`src/rtl/lsu_pkg.sv`:
```
// lsu_pkg: shared size codes, FSM states and byte-lane geometry for the load/store unit.
package lsu_pkg;
    localparam logic [1:0] SIZE_BYTE    = 2'b00;
    localparam logic [1:0] SIZE_HALF    = 2'b01;
    localparam logic [1:0] SIZE_WORD    = 2'b10;
    localparam logic [1:0] SIZE_ILLEGAL = 2'b11;
    localparam int BYTE_W = 8;
    localparam int HALF_W = 16;
    typedef enum logic [2:0] {
        ST_IDLE,
        ST_CHECK,
        ST_READ,
        ST_WRITE,
        ST_RESP
    } lsu_state_t;
endpackage

```
`src/rtl/lsu_align.sv`:
```
// lsu_align: little-endian lane extract/extend for loads and lane merge for sub-word stores.
module lsu_align
    import lsu_pkg::*;
(
    input  logic [1:0]  size_i,
    input  logic        unsigned_i,
    input  logic [1:0]  off_i,
    input  logic [31:0] word_i,
    input  logic [31:0] wdata_i,
    output logic [31:0] load_o,
    output logic [31:0] merge_o
);
    logic [BYTE_W-1:0] b;
    logic [HALF_W-1:0] h;
    always_comb begin
        b = word_i[{off_i, 3'b000} +: BYTE_W];
        h = word_i[{off_i[1], 4'b0000} +: HALF_W];
        load_o = size_i == SIZE_BYTE ? {{24{~unsigned_i & b[7]}}, b}
               : size_i == SIZE_HALF ? {{16{~unsigned_i & h[15]}}, h}
               : word_i;
        merge_o = word_i;
        if (size_i == SIZE_BYTE)
            merge_o[{off_i, 3'b000} +: BYTE_W] = wdata_i[BYTE_W-1:0];
        else if (size_i == SIZE_HALF)
            merge_o[{off_i[1], 4'b0000} +: HALF_W] = wdata_i[HALF_W-1:0];
    end
endmodule

```
`src/rtl/load_store_unit.sv`:
```
// load_store_unit: data-memory initiator, one request at a time, sub-word stores as read-modify-write.
module load_store_unit
    import lsu_pkg::*;
#(
    parameter int DATA_W     = 32,
    parameter int ADDR_W     = 32,
    parameter int MEM_WORDS  = 64,
    parameter int RD_LATENCY = 0
) (
    input  logic              clk,
    input  logic              rst,
    input  logic              req_valid,
    output logic              req_ready,
    input  logic              req_write,
    input  logic [1:0]        req_size,
    input  logic              req_unsigned,
    input  logic [ADDR_W-1:0] req_addr,
    input  logic [DATA_W-1:0] req_wdata,
    output logic              resp_valid,
    output logic [DATA_W-1:0] resp_rdata,
    output logic              resp_error,
    output logic              mem_read,
    output logic              mem_write,
    output logic [ADDR_W-1:0] mem_address,
    output logic [DATA_W-1:0] mem_write_data,
    input  logic [DATA_W-1:0] mem_read_data
);
    lsu_state_t state_q, state_d;
    logic write_q, write_d, uns_q, uns_d, err_q, err_d, bad;
    logic [1:0] size_q, size_d, cnt_q, cnt_d;
    logic [ADDR_W-1:0] addr_q, addr_d;
    logic [DATA_W-1:0] wdata_q, wdata_d, rdata_q, rdata_d, load_data, merge_data;

    lsu_align u_align (
        .size_i    (size_q),
        .unsigned_i(uns_q),
        .off_i     (addr_q[1:0]),
        .word_i    (mem_read_data),
        .wdata_i   (wdata_q),
        .load_o    (load_data),
        .merge_o   (merge_data)
    );

    assign bad = size_q == SIZE_ILLEGAL || (size_q == SIZE_HALF && addr_q[0])
              || (size_q == SIZE_WORD && |addr_q[1:0]) || (addr_q >> 2) >= ADDR_W'(MEM_WORDS);

    always_ff @(posedge clk) begin
        if (rst) begin
            state_q <= ST_IDLE;
            write_q <= 1'b0;
            uns_q   <= 1'b0;
            err_q   <= 1'b0;
            size_q  <= '0;
            cnt_q   <= '0;
            addr_q  <= '0;
            wdata_q <= '0;
            rdata_q <= '0;
        end else begin
            state_q <= state_d;
            write_q <= write_d;
            uns_q   <= uns_d;
            err_q   <= err_d;
            size_q  <= size_d;
            cnt_q   <= cnt_d;
            addr_q  <= addr_d;
            wdata_q <= wdata_d;
            rdata_q <= rdata_d;
        end
    end

    always_comb begin
        state_d = state_q;
        write_d = write_q;
        uns_d   = uns_q;
        err_d   = err_q;
        size_d  = size_q;
        cnt_d   = cnt_q;
        addr_d  = addr_q;
        wdata_d = wdata_q;
        rdata_d = rdata_q;
        case (state_q)
            ST_IDLE: if (req_valid) begin
                write_d = req_write;
                size_d  = req_size;
                uns_d   = req_unsigned;
                addr_d  = req_addr;
                wdata_d = req_wdata;
                state_d = ST_CHECK;
            end
            ST_CHECK: begin
                err_d   = bad;
                cnt_d   = '0;
                rdata_d = bad ? '0 : rdata_q;
                state_d = bad ? ST_RESP : (write_q && size_q == SIZE_WORD) ? ST_WRITE : ST_READ;
            end
            // Read data is only trusted once the latency count has elapsed.
            ST_READ: if (cnt_q == 2'(RD_LATENCY)) begin
                wdata_d = write_q ? merge_data : wdata_q;
                rdata_d = write_q ? rdata_q : load_data;
                state_d = write_q ? ST_WRITE : ST_RESP;
            end else begin
                cnt_d = cnt_q + 2'd1;
            end
            ST_WRITE: begin
                rdata_d = '0;
                state_d = ST_RESP;
            end
            ST_RESP: state_d = ST_IDLE;
            default: state_d = ST_IDLE;
        endcase
    end

    // Outputs are forced low while rst is held so an abort drops strobes immediately.
    assign req_ready      = !rst && state_q == ST_IDLE;
    assign mem_read       = !rst && state_q == ST_READ;
    assign mem_write      = !rst && state_q == ST_WRITE;
    assign resp_valid     = !rst && state_q == ST_RESP;
    assign resp_error     = resp_valid && err_q;
    assign resp_rdata     = rst ? '0 : rdata_q;
    assign mem_address    = (mem_read || mem_write) ? addr_q >> 2 : '0;
    assign mem_write_data = mem_write ? wdata_q : '0;
endmodule
```
`config.mk`:
```
export PLATFORM = sky130hd
export DESIGN_NAME = load_store_unit
export DESIGN_NICKNAME = d
export VERILOG_FILES = /design/src/rtl/lsu_pkg.sv /design/src/rtl/lsu_align.sv /design/src/rtl/load_store_unit.sv
export SDC_FILE = /design/constraint.sdc
export NUM_CORES = 1
export LEC_CHECK = 0
export ABC_AREA = 1
export ABC_CLOCK_PERIOD_IN_PS = 3100
export BUFFER_PORTS_ARGS = -buffer_cell sky130_fd_sc_hd__buf_2
export CORE_ASPECT_RATIO = 1.5
export CORE_MARGIN = 2
export CORE_UTILIZATION = 30
export CTS_BUF_LIST = sky130_fd_sc_hd__clkbuf_8
export DETAILED_ROUTE_END_ITERATION = 16
export HOLD_SLACK_MARGIN = 0.02
export PLACE_DENSITY = 0.55
export SLEW_MARGIN = 20
export SYNTH_ARGS = -nofsm -noshare
export SYNTH_HDL_FRONTEND = slang
export SYNTH_SLANG_ARGS = --single-unit
```
`constraint.sdc`:
```
create_clock -name clk -period 3.1 [get_ports clk]
set_input_delay 0.465 -clock clk [delete_from_list [all_inputs] [get_ports clk]]
set_output_delay 0.465 -clock clk [all_outputs]
set_load 0.005 [all_outputs]
```
# Word level (Yosys, flattened, before mapping)
# Index checks and enable logic that the tools add are counted.
# Widths: inputs -> output; s select.
# totals
regBits,106
latch_bits,0
ramBits,0
mem_bits_ro,0
out_inout_bits,101
wordCells,85
mem_count,0
# op_classes
addsub,3
multipliers,0
n_div,0
n_lt_le_gt_ge,1
n_eq_ne,13
shifts,6
n_mux,25
bitwise,3
reduce_logical,25
# ops
operator,n
$mux 32,12
$pmux 32 s3,1
$bwmux 32,2
$pmux 32 s2,1
$shift 16x7->32 const A,1
$shift 8x7->32 const A,1
$shiftx 16x7->32,1
$shiftx 32x6->16,1
$shiftx 32x6->8,1
$shiftx 8x7->32,1
$ge 30x7->1 const B,1
$mux 30,1
$neg 5->7,2
$mux 3,4
$ne 2x2->1 const B,6
$pmux 3 s4,1
$logic_and 1x1->1,8
$reduce_and 4->1,2
$eq 3x2->1 const B,2
$reduce_and 2->1,3
$eq 2x2->1 const B,2
$logic_not 2->1,2
$logic_or 1x1->1,4
$pmux 2 s2,1
13 further kinds,15

# Logic depth before layout (Yosys ltp)
# Gate-level depths: netlist of run 1.
# depth
depth_word,8
depth_mapped,14

# Modules after synthesis
# Synthesis of run 1 repeated with hierarchy kept, for this count alone.
# hier_totals
cells_unflattened,1385
hier_area_um2,7751.2
# modules_own_cells
module,instances,cells_each,area_per_inst_um2,seq_area_each_um2
load_store_unit,1,824,5326.4,2122.0
lsu_align,1,561,2424.8,0.0

# Worst setup path after synthesis of run 1
# No wires, ideal clock.
# synth_path
kind,flip-flop to flip-flop
from,register addr_q[0]
to,register rdata_q[18]
t_arrival_ns,2.179
slack_ns,0.811
path_stages_with_launch,14
synth_period_minus_slack_ns,2.289
cell_sequence,dfxtp_1 -> buf_2 -> clkinv_1 -> clkbuf_1 -> ha_1 -> clkinv_1 -> nand2_1 -> a21oi_1 -> nor2_1 -> nand3_1 -> clkbuf_1 -> nand4_1 -> nand2_1 -> nor2_1
# synth_via
elab_chain_len,6
elab_cells_between_ends,14
classes_between,1 x eq/ne; 1 x shift; 4 x mux; 1 x bitwise; 7 x reduce/logical
# synth_rtl
element,line_no,source
start: declaration,load_store_unit.sv:31,"logic [ADDR_W-1:0] addr_q, addr_d;"
start signal: assignment,load_store_unit.sv:65,addr_q <= addr_d;
"$shiftx 32x6->8, or another cell as far along",lsu_align.sv:16,"b = word_i[{off_i, 3'b000} +: BYTE_W];"
"$and 1x1->1, or another cell as far along",lsu_align.sv:18,"load_o = size_i == SIZE_BYTE ? {{24{~unsigned_i & b[7]}}, b}"
$mux 32 / $logic_or 1x1->1 (equally long branches),"lsu_align.sv:18, load_store_unit.sv:45",
$mux 32 / $logic_or 1x1->1 (equally long branches),"load_store_unit.sv:99, load_store_unit.sv:45",
$mux 32 / $ne 2x2->1 (equally long branches),-,
$pmux 32 s3 / $reduce_and 4->1 (equally long branches),-,
end signal: assignment,load_store_unit.sv:67,rdata_q <= rdata_d;
end: declaration,load_store_unit.sv:32,"logic [DATA_W-1:0] wdata_q, wdata_d, rdata_q, rdata_d, load_data, merge_data;"
# Parallel ways exist; a longest one is shown, timed or not. The select of a mux whose other input is x is not followed.
# A chain may end at the register's enable or synchronous reset.

# Final worst setup path of run 1
# layout_path
from,register addr_q[1]
to,register rdata_q[9]
# layout_via
elab_chain_len,6
elab_cells_between_ends,14
classes_between,1 x eq/ne; 2 x shift; 5 x mux; 1 x bitwise; 5 x reduce/logical
# layout_rtl
element,line_no,source
"$shiftx 32x6->16, or another cell as far along",lsu_align.sv:17,"h = word_i[{off_i[1], 4'b0000} +: HALF_W];"
"$mux 32, or another cell as far along",lsu_align.sv:19,": size_i == SIZE_HALF ? {{16{~unsigned_i & h[15]}}, h}"
$mux 32 / $logic_or 1x1->1 (equally long branches),"lsu_align.sv:18, load_store_unit.sv:45",
$mux 32 / $logic_or 1x1->1 (equally long branches),"load_store_unit.sv:99, load_store_unit.sv:45",
$mux 32 / $ne 2x2->1 (equally long branches),-,
$pmux 32 s3 / $reduce_and 4->1 (equally long branches),-,
# Parallel ways exist; a longest one is shown, timed or not. The select of a mux whose other input is x is not followed.

==> impl_metrics.csv, run 1 <==
group,metric,value,unit
timing,hold_viol,0,
final_layout,drive_gt1_share,19.7,%
worst_setup_path,reg2reg_to,"rdata_q[9]",
clock_tree,cts-buffers-inserted,9,
clock_tree,numClockSinks,106,
placed_design,dp.cells,1540,
worst_setup_path,crit_buf_inv,3,
placed_design,dpl.hpwl,18.2,mm
timing,tightestPinTransition,0.888,ns
final_layout,antenna_cells,0,
worst_setup_path,crit_type,"reg -> reg",
worst_setup_path,cp-start-kind,"flip-flop",
detailed_routing,wl_per_cell,15.3,um
timing,max_freq,0.413,GHz
timing,period_share,78.2,%
floorplan,die-area,0.0232,mm^2
floorplan,start_util,30.4,%
status,status,"completed",
detailed_routing,vias_per_cell,4.77,
clock_tree,cts_tree,"yes",
timing,finalSetupViolations,0,
worst_setup_path,crit_end,"rdata_q[9]",
worst_setup_path,r2r_setup_slack,0.68,ns
worst_setup_path,crit_top_cell,"nand2_1",
global_route,grt_pass1_vias,6994,
logic_synthesis,netlist_instances,1122,
logic_synthesis,syn_area,0.00658,mm^2
detailed_routing,via_count,7419,
logic_synthesis,yosysWarnings,0,
clock_tree,path_clk_slew,0.12,ns
timing,finalWorstSetupSlack,0.677,ns
final_layout,final_cells,1556,
worst_setup_path,critPathArrivalTime,2.76,ns
floorplan,die_h,185,um
final_layout,final_nets,1388,
timing,finClkSkew,0.0188,ns
clock_tree,postCtsSetupBuffers,0,
global_route,antenna_found_initial,0,
floorplan,die_w,125,um
worst_setup_path,critPathCaptureType,"flip-flop",
worst_setup_path,cp_max_fo,20,
global_route,globalRouteTotalUtil,20.1,%
worst_setup_path,crit_required,3.43,ns
clock_tree,cts_root_buf,"clkbuf_8",
worst_setup_path,timing.critical_path.slowest_stage_cell,"dfxtp_1",
global_route,grt_max_degree,96,
placed_design,place.gp.congestion,0.960,
worst_setup_path,r2r_start,"addr_q[1]",
worst_setup_path,path_cells,"inv_1 > ha_1 > clkinv_1 > nand2_1 > a21oi_1 > nor2_1 > nand3_1 > nand3_2 > buf_4 > nand2_1 > nand2_1 > nor2_1",
detailed_routing,dr.pass1.iters,5,
floorplan,fp-row-count,66,
clock_tree,clk_path_buf_depth,2,
placed_design,placement.io_buffers,201,
logic_synthesis,syn-mean-instance-area,5.87,um^2
power_and_ir_drop,ir_worst_vdd,0.203,mV
timing,maxSlewHeadroom,40.8,%
timing,slew_violations,0,
timing,setup_tns,0,ns
clock_tree,hold_buffers,0,
detailed_routing,drc,0,
final_layout,fillers,2550,
timing,period_minus_slack,2.42,ns
worst_setup_path,cpPeakStageDelay,0.67,ns
clock_tree,clkLatencyLatePin,0.40,ns
floorplan,core_area,0.0216,mm^2
global_route,grt_pass1_wl,37.3,mm
clock_tree,cts_htree_levels,3,
logic_synthesis,ys_seq_elements,106,
worst_setup_path,reg2reg_depth,12,
detailed_routing,wl,23.8,mm
floorplan,ioPinCount,204,
worst_setup_path,startpoint,"addr_q[1]",
worst_setup_path,critPathTopFamily,"simple AND/OR/NAND/NOR gates",
power_and_ir_drop,p_leak,4.14,nW
timing,rsz0062_at_grt,"false",
logic_synthesis,synth_seq_area_share,32.2,%
placed_design,dp_slack,0.702,ns
global_route,grt_overflow,0,
detailed_routing,postRouteAntennaNets,0,
worst_setup_path,crit_cells,12,
power_and_ir_drop,power.density,437,mW/mm^2
hold_path,min_path_type,"in -> reg",
logic_synthesis,yosysUniqueCellTypes,32,
flow_run,maxCapViolCount,0,
clock_tree,cts_resized,0,
detailed_routing,dr.first_iter.drc_count,499,
final_layout,syn2layout_area_growth,21.1,%
timing,timing.hold.ws,0.325,ns
## routing by layer
layer	GRT usage, %	up-vias	wire, um
li1	-	3851	-
met1	24.8	3302	10300
met2	35.3	235	11800
met3	3.29	31	1190
met4	7.07	0	542
met5	0	-	0
## worst min-delay path by stage
| stage | startpoint | end | slack, ns | depth (start not counted) |
|---|---|---|---|---|
| finish | req_addr[12] | addr_q[12] | 0.33 | 3 |
| global route | req_addr[3] | addr_q[3] | 0.31 | 3 |
| CTS | req_addr[12] | addr_q[12] | 0.30 | 3 |
| detailed placement | addr_q[2] | addr_q[2] | 0.45 | 2 |
| global placement | addr_q[3] | addr_q[3] | 0.45 | 2 |
| floorplan | addr_q[2] | addr_q[2] | 0.43 | 2 |
## area by class of cell
class,count,area (um^2),share of cell area [%]
Multi-Input combinational cell,779,3550,44.5
Sequential cell,106,2120,26.6
Timing Repair Buffer,217,1130,14.1
Inverter,166,623,7.81
Tap cell,272,340,4.27
Clock buffer,9,124,1.55
Clock inverter,7,86.3,1.08
## cells in the final DEF (no fill, tap or decap), drive strengths merged
| cell type | instances |
|---|---|
| nor2 | 233 |
| buf | 217 |
| nand2 | 200 |
| inv | 167 |
| a21oi | 125 |
| o21ai | 122 |
| dfxtp | 106 |
| nand3 | 24 |
| o22ai | 18 |
| nand4 | 14 |
| a22oi | 9 |
| clkbuf | 9 |
| nor3 | 9 |
| a31oi | 8 |
| ha | 6 |
| clkinv | 6 |
| or2 | 2 |
| a211oi | 2 |
| a21boi | 2 |
| conb | 2 |
| and2 | 1 |
| o211ai | 1 |
| o211a | 1 |
## cells in the mapped netlist
master    count  area [um^2]
and2_1        1         6.26
o211a_1       1         10.0
or2_2         2         12.5
nor2_2        2         12.5
buf_2        19         95.1
nor2_1      229          860
nor3_1        8         40.0
nand4_1      14         87.6
a21boi_0      2         15.0
buf_1         6         22.5
nand2_2       2         12.5
nand2_1     198          743
nor2_4        2         22.5
buf_4         2         15.0
ha_1          6         75.1
inv_1       157          589
a31oi_1       8         50.1
clkbuf_1     45          169
a211oi_1      2         15.0
nand3_2       2         20.0
clkinv_1      3         11.3
nor3_4        1         16.3
inv_2         6         22.5
a22oi_1       9         67.6
o22ai_1      18          113
nand3_1      22          110
a21oi_1     125          626
o21ai_0     121          606
o21ai_1       1         5.00
conb_1        1         3.75
dfxtp_1     106         2120
o211ai_1      1         7.51
## stage by stage
step	area, um^2	util, %	total power, W
CTS	7970	36.8	0.00352
global placement	7760	35.9	0.00260
detailed placement	7760	35.9	0.00261
floorplan	6590	-	0.00229
finish	7970	36.9	0.00349
global route	7970	36.9	0.00373
## report_power, final
group / total [W] / switching [W] / internal [W] / leakage [nW]
combinational: 0.000970 / 0.000639 / 0.000331 / 3.16
sequential: 0.00161 / 0.0000846 / 0.00153 / 0.876
clock: 0.000907 / 0.000577 / 0.000330 / 0.105
total: 0.00349 / 0.00130 / 0.00219 / 4.14
## flip-flops by register name, summed over array words and instances (netlist names)
register / flops
cnt_q: 2
wdata_q: 32
uns_q: 1
addr_q: 32
rdata_q: 32
size_q: 2
state_q: 3
err_q: 1
write_q: 1
## tightest hold or removal path, cell delays in order
cell and delay [ns]:
buf_2 0.07, o21ai_0 0.07, a21oi_1 0.10
## kinds of logic (layout without fill, tap and decap cells)
kind of cell / Yosys count / in the layout / share of synthesized area (%)
DFF: 106 / 106 / 32.2
and+or+nand+nor: 483 / 483 / 29.5
adders and majority gates: 6 / 6 / 1.14
buffers and inverters: 238 / 399 / 14.0
other: 1 / 2 / 0.0570
AOI/OAI and AO/OA: 288 / 288 / 23.0
No activity file was read; power rests on OpenSTA's default activity.
==> inputs of run 2 (changes only) <==
Settings changed: ABC_CLOCK_PERIOD_IN_PS 3100 to 2500.
Clock period 3.1 ns to 2.5 ns, I/O delays scaled along.
==> run 2 against run 1 <==
  * Worst hold slack worse by 0.096 ns
  * First-iteration DRC count is 1.6% lower
  * Clock skew is 0.012 ns higher
  * Final area is 1.3% higher
  * Clock power is 27% higher
  * Die area stayed put
  * Non-clock buffer count is 10 higher
  * Flip-flop and latch count stayed put
  * Via count is 1.6% higher
  * Core utilization is 0.47 points higher
==> impl_metrics.csv, run 2 (synthesis results as in run 1) <==
group,metric,value,unit
status,status,"completed",
detailed_routing,wl_per_cell,15.4,um
global_route,globalRouteTotalUtil,20.2,%
worst_setup_path,path_cells,"inv_2 > nand3_1 > nor2_2 > nor2_2 > buf_4 > nor2_1 > buf_2",
flow_run,maxCapViolCount,0,
power_and_ir_drop,power.density,539,mW/mm^2
detailed_routing,postRouteAntennaNets,0,
clock_tree,cts-buffers-inserted,9,
worst_setup_path,critPathCaptureType,"output port",
floorplan,ioPinCount,204,
worst_setup_path,cp_max_fo,16,
worst_setup_path,crit_required,2.12,ns
floorplan,die_w,125,um
worst_setup_path,r2r_setup_slack,0.37,ns
final_layout,top_regs,"addr_q x32, rdata_q x32, wdata_q x32",
final_layout,layout_commonest_cell,"nor2_1",
final_layout,syn2layout_area_growth,22.7,%
timing,finClkSkew,0.0306,ns
power_and_ir_drop,power,0.00436,W
global_route,grt_pass1_vias,6990,
final_layout,final_nets,1398,
placed_design,dp.cells,1550,
worst_setup_path,crit_top_cell,"nor2_2",
clock_tree,numClockSinks,106,
hold_path,holdCritStartpoint,"req_addr[16]",
final_layout,drive_gt1_share,20.4,%
timing,finalSetupViolations,0,
power_and_ir_drop,ir_worst_vdd,0.276,mV
placed_design,placement.io_buffers,201,
timing,timing.hold.ws,0.229,ns
placed_design,place.gp.congestion,0.968,
final_layout,fillers,2529,
floorplan,core_area,0.0216,mm^2
floorplan,start_util,30.4,%
timing,hold_viol,0,
hold_path,hold_path_end,"addr_q[16]",
detailed_routing,dr.pass1.iters,5,
worst_setup_path,cpPeakStageDelay,0.37,ns
global_route,grt.met3_usage,3.38,%
clock_tree,clkLatencyLatePin,0.42,ns
detailed_routing,drc,0,
timing,period_share,91.1,%
global_route,grt_overflow,0,
timing,slew_violations,0,
final_layout,final_cells,1567,
clock_tree,path_clk_slew,0.13,ns
timing,max_freq,0.439,GHz
clock_tree,clk_path_buf_depth,2,
worst_setup_path,crit_type,"reg -> out",
detailed_routing,vias_per_cell,4.81,
detailed_routing,wl,24.1,mm
detailed_routing,dr.first_iter.drc_count,491,
worst_setup_path,critPathArrivalTime,1.90,ns
final_layout,fin_util,37.3,%
timing,rsz0062_at_grt,"false",
clock_tree,cts_htree_levels,3,
worst_setup_path,reg2reg_to,"wdata_q[4]",
placed_design,dpl.hpwl,18.7,mm
global_route,antenna_found_initial,1,
final_layout,layout_common_cells,"227 x nor2_1, 201 x buf_2, 198 x nand2_1",
timing,maxSlewHeadroom,56.3,%
global_route,grt_max_degree,66,
floorplan,die_h,185,um
global_route,met1_usage,24.5,%
worst_setup_path,cp-start-kind,"flip-flop",
global_route,grtUsageMet2,35.9,%
hold_path,holdPathStages,3,
clock_tree,cts_tree,"yes",
timing,tightestPinTransition,0.653,ns
floorplan,fp-row-count,66,
global_route,grt_pass1_wl,37.2,mm
global_route,grt.busiest_layer,"met2",
timing,setup_tns,0,ns
floorplan,die-area,0.0232,mm^2
worst_setup_path,r2r_start,"state_q[2]",
power_and_ir_drop,p_leak,4.20,nW
worst_setup_path,timing.critical_path.slowest_stage_cell,"dfxtp_1",
hold_path,min_path_type,"in -> reg",
detailed_routing,via_count,7540,
clock_tree,cts_root_buf,"clkbuf_8",
timing,period_minus_slack,2.28,ns
worst_setup_path,reg2reg_depth,10,
## run 2: changes by cell type in the layout (fill, tap and decap cells not counted), sizes merged
cell   delta
buf      +10
diode     +1
## run 2: where the power goes
group / leakage [nW] / total, W / internal (W) / switching (W)
sequential: 0.876 / 0.00199 / 0.00189 / 0.0000999
clock: 0.107 / 0.00115 / 0.000412 / 0.000735
combinational: 3.21 / 0.00122 / 0.000419 / 0.000797
## run 2: layer usage
layer,vias up,routed length (um)
li1,3869,-
met1,3385,10100
met2,250,12000
met3,36,1390
met4,0,578
met5,-,0
## run 2: how the worst max path moves through the flow
stage | start | end | slack (ns) | depth (start not counted)
3_5_place_dp | state_q[2] | wdata_q[4] | 0.38 | 11
4_1_cts | state_q[2] | mem_address[25] | 0.14 | 7
5_1_grt | state_q[2] | mem_address[16] | 0.07 | 7
3_3_place_gp | state_q[2] | wdata_q[7] | 0.40 | 10
6_report | state_q[2] | mem_address[24] | 0.22 | 7
2_1_floorplan | addr_q[0] | rdata_q[18] | 0.21 | 13
## run 2: critical path: cells and delay by family (launching register included)
kind	cells	cell delay (ns)
buffers and inverters	3	0.44
DFF	1	0.37
and+or+nand+nor	4	0.70
## run 2: through the flow
stage / instance area [um^2] / worst slack (ns)
2_1_floorplan: 6590 / 0.211
3_3_place_gp: 7860 / 0.397
3_5_place_dp: 7860 / 0.379
4_1_cts: 8070 / 0.139
5_1_grt: 8070 / 0.0657
6_report: 8080 / 0.222
## run 2: timing repair
action                     4_1_cts  5_1_grt
setup buffers                    0        0
setup endpoints to repair        0        6
hold buffers                     0        0
gates resized for setup          0        1
## run 2: area by class of cell
type                            count  area [um^2]  area share, %
Antenna cell                        1         2.50         0.0310
Multi-Input combinational cell    779         3550           44.0
Inverter                          166          623           7.71
Clock inverter                      7         88.8           1.10
Timing Repair Buffer              227         1230           15.2
Sequential cell                   106         2120           26.3
Tap cell                          272          340           4.21
Clock buffer                        9          124           1.53
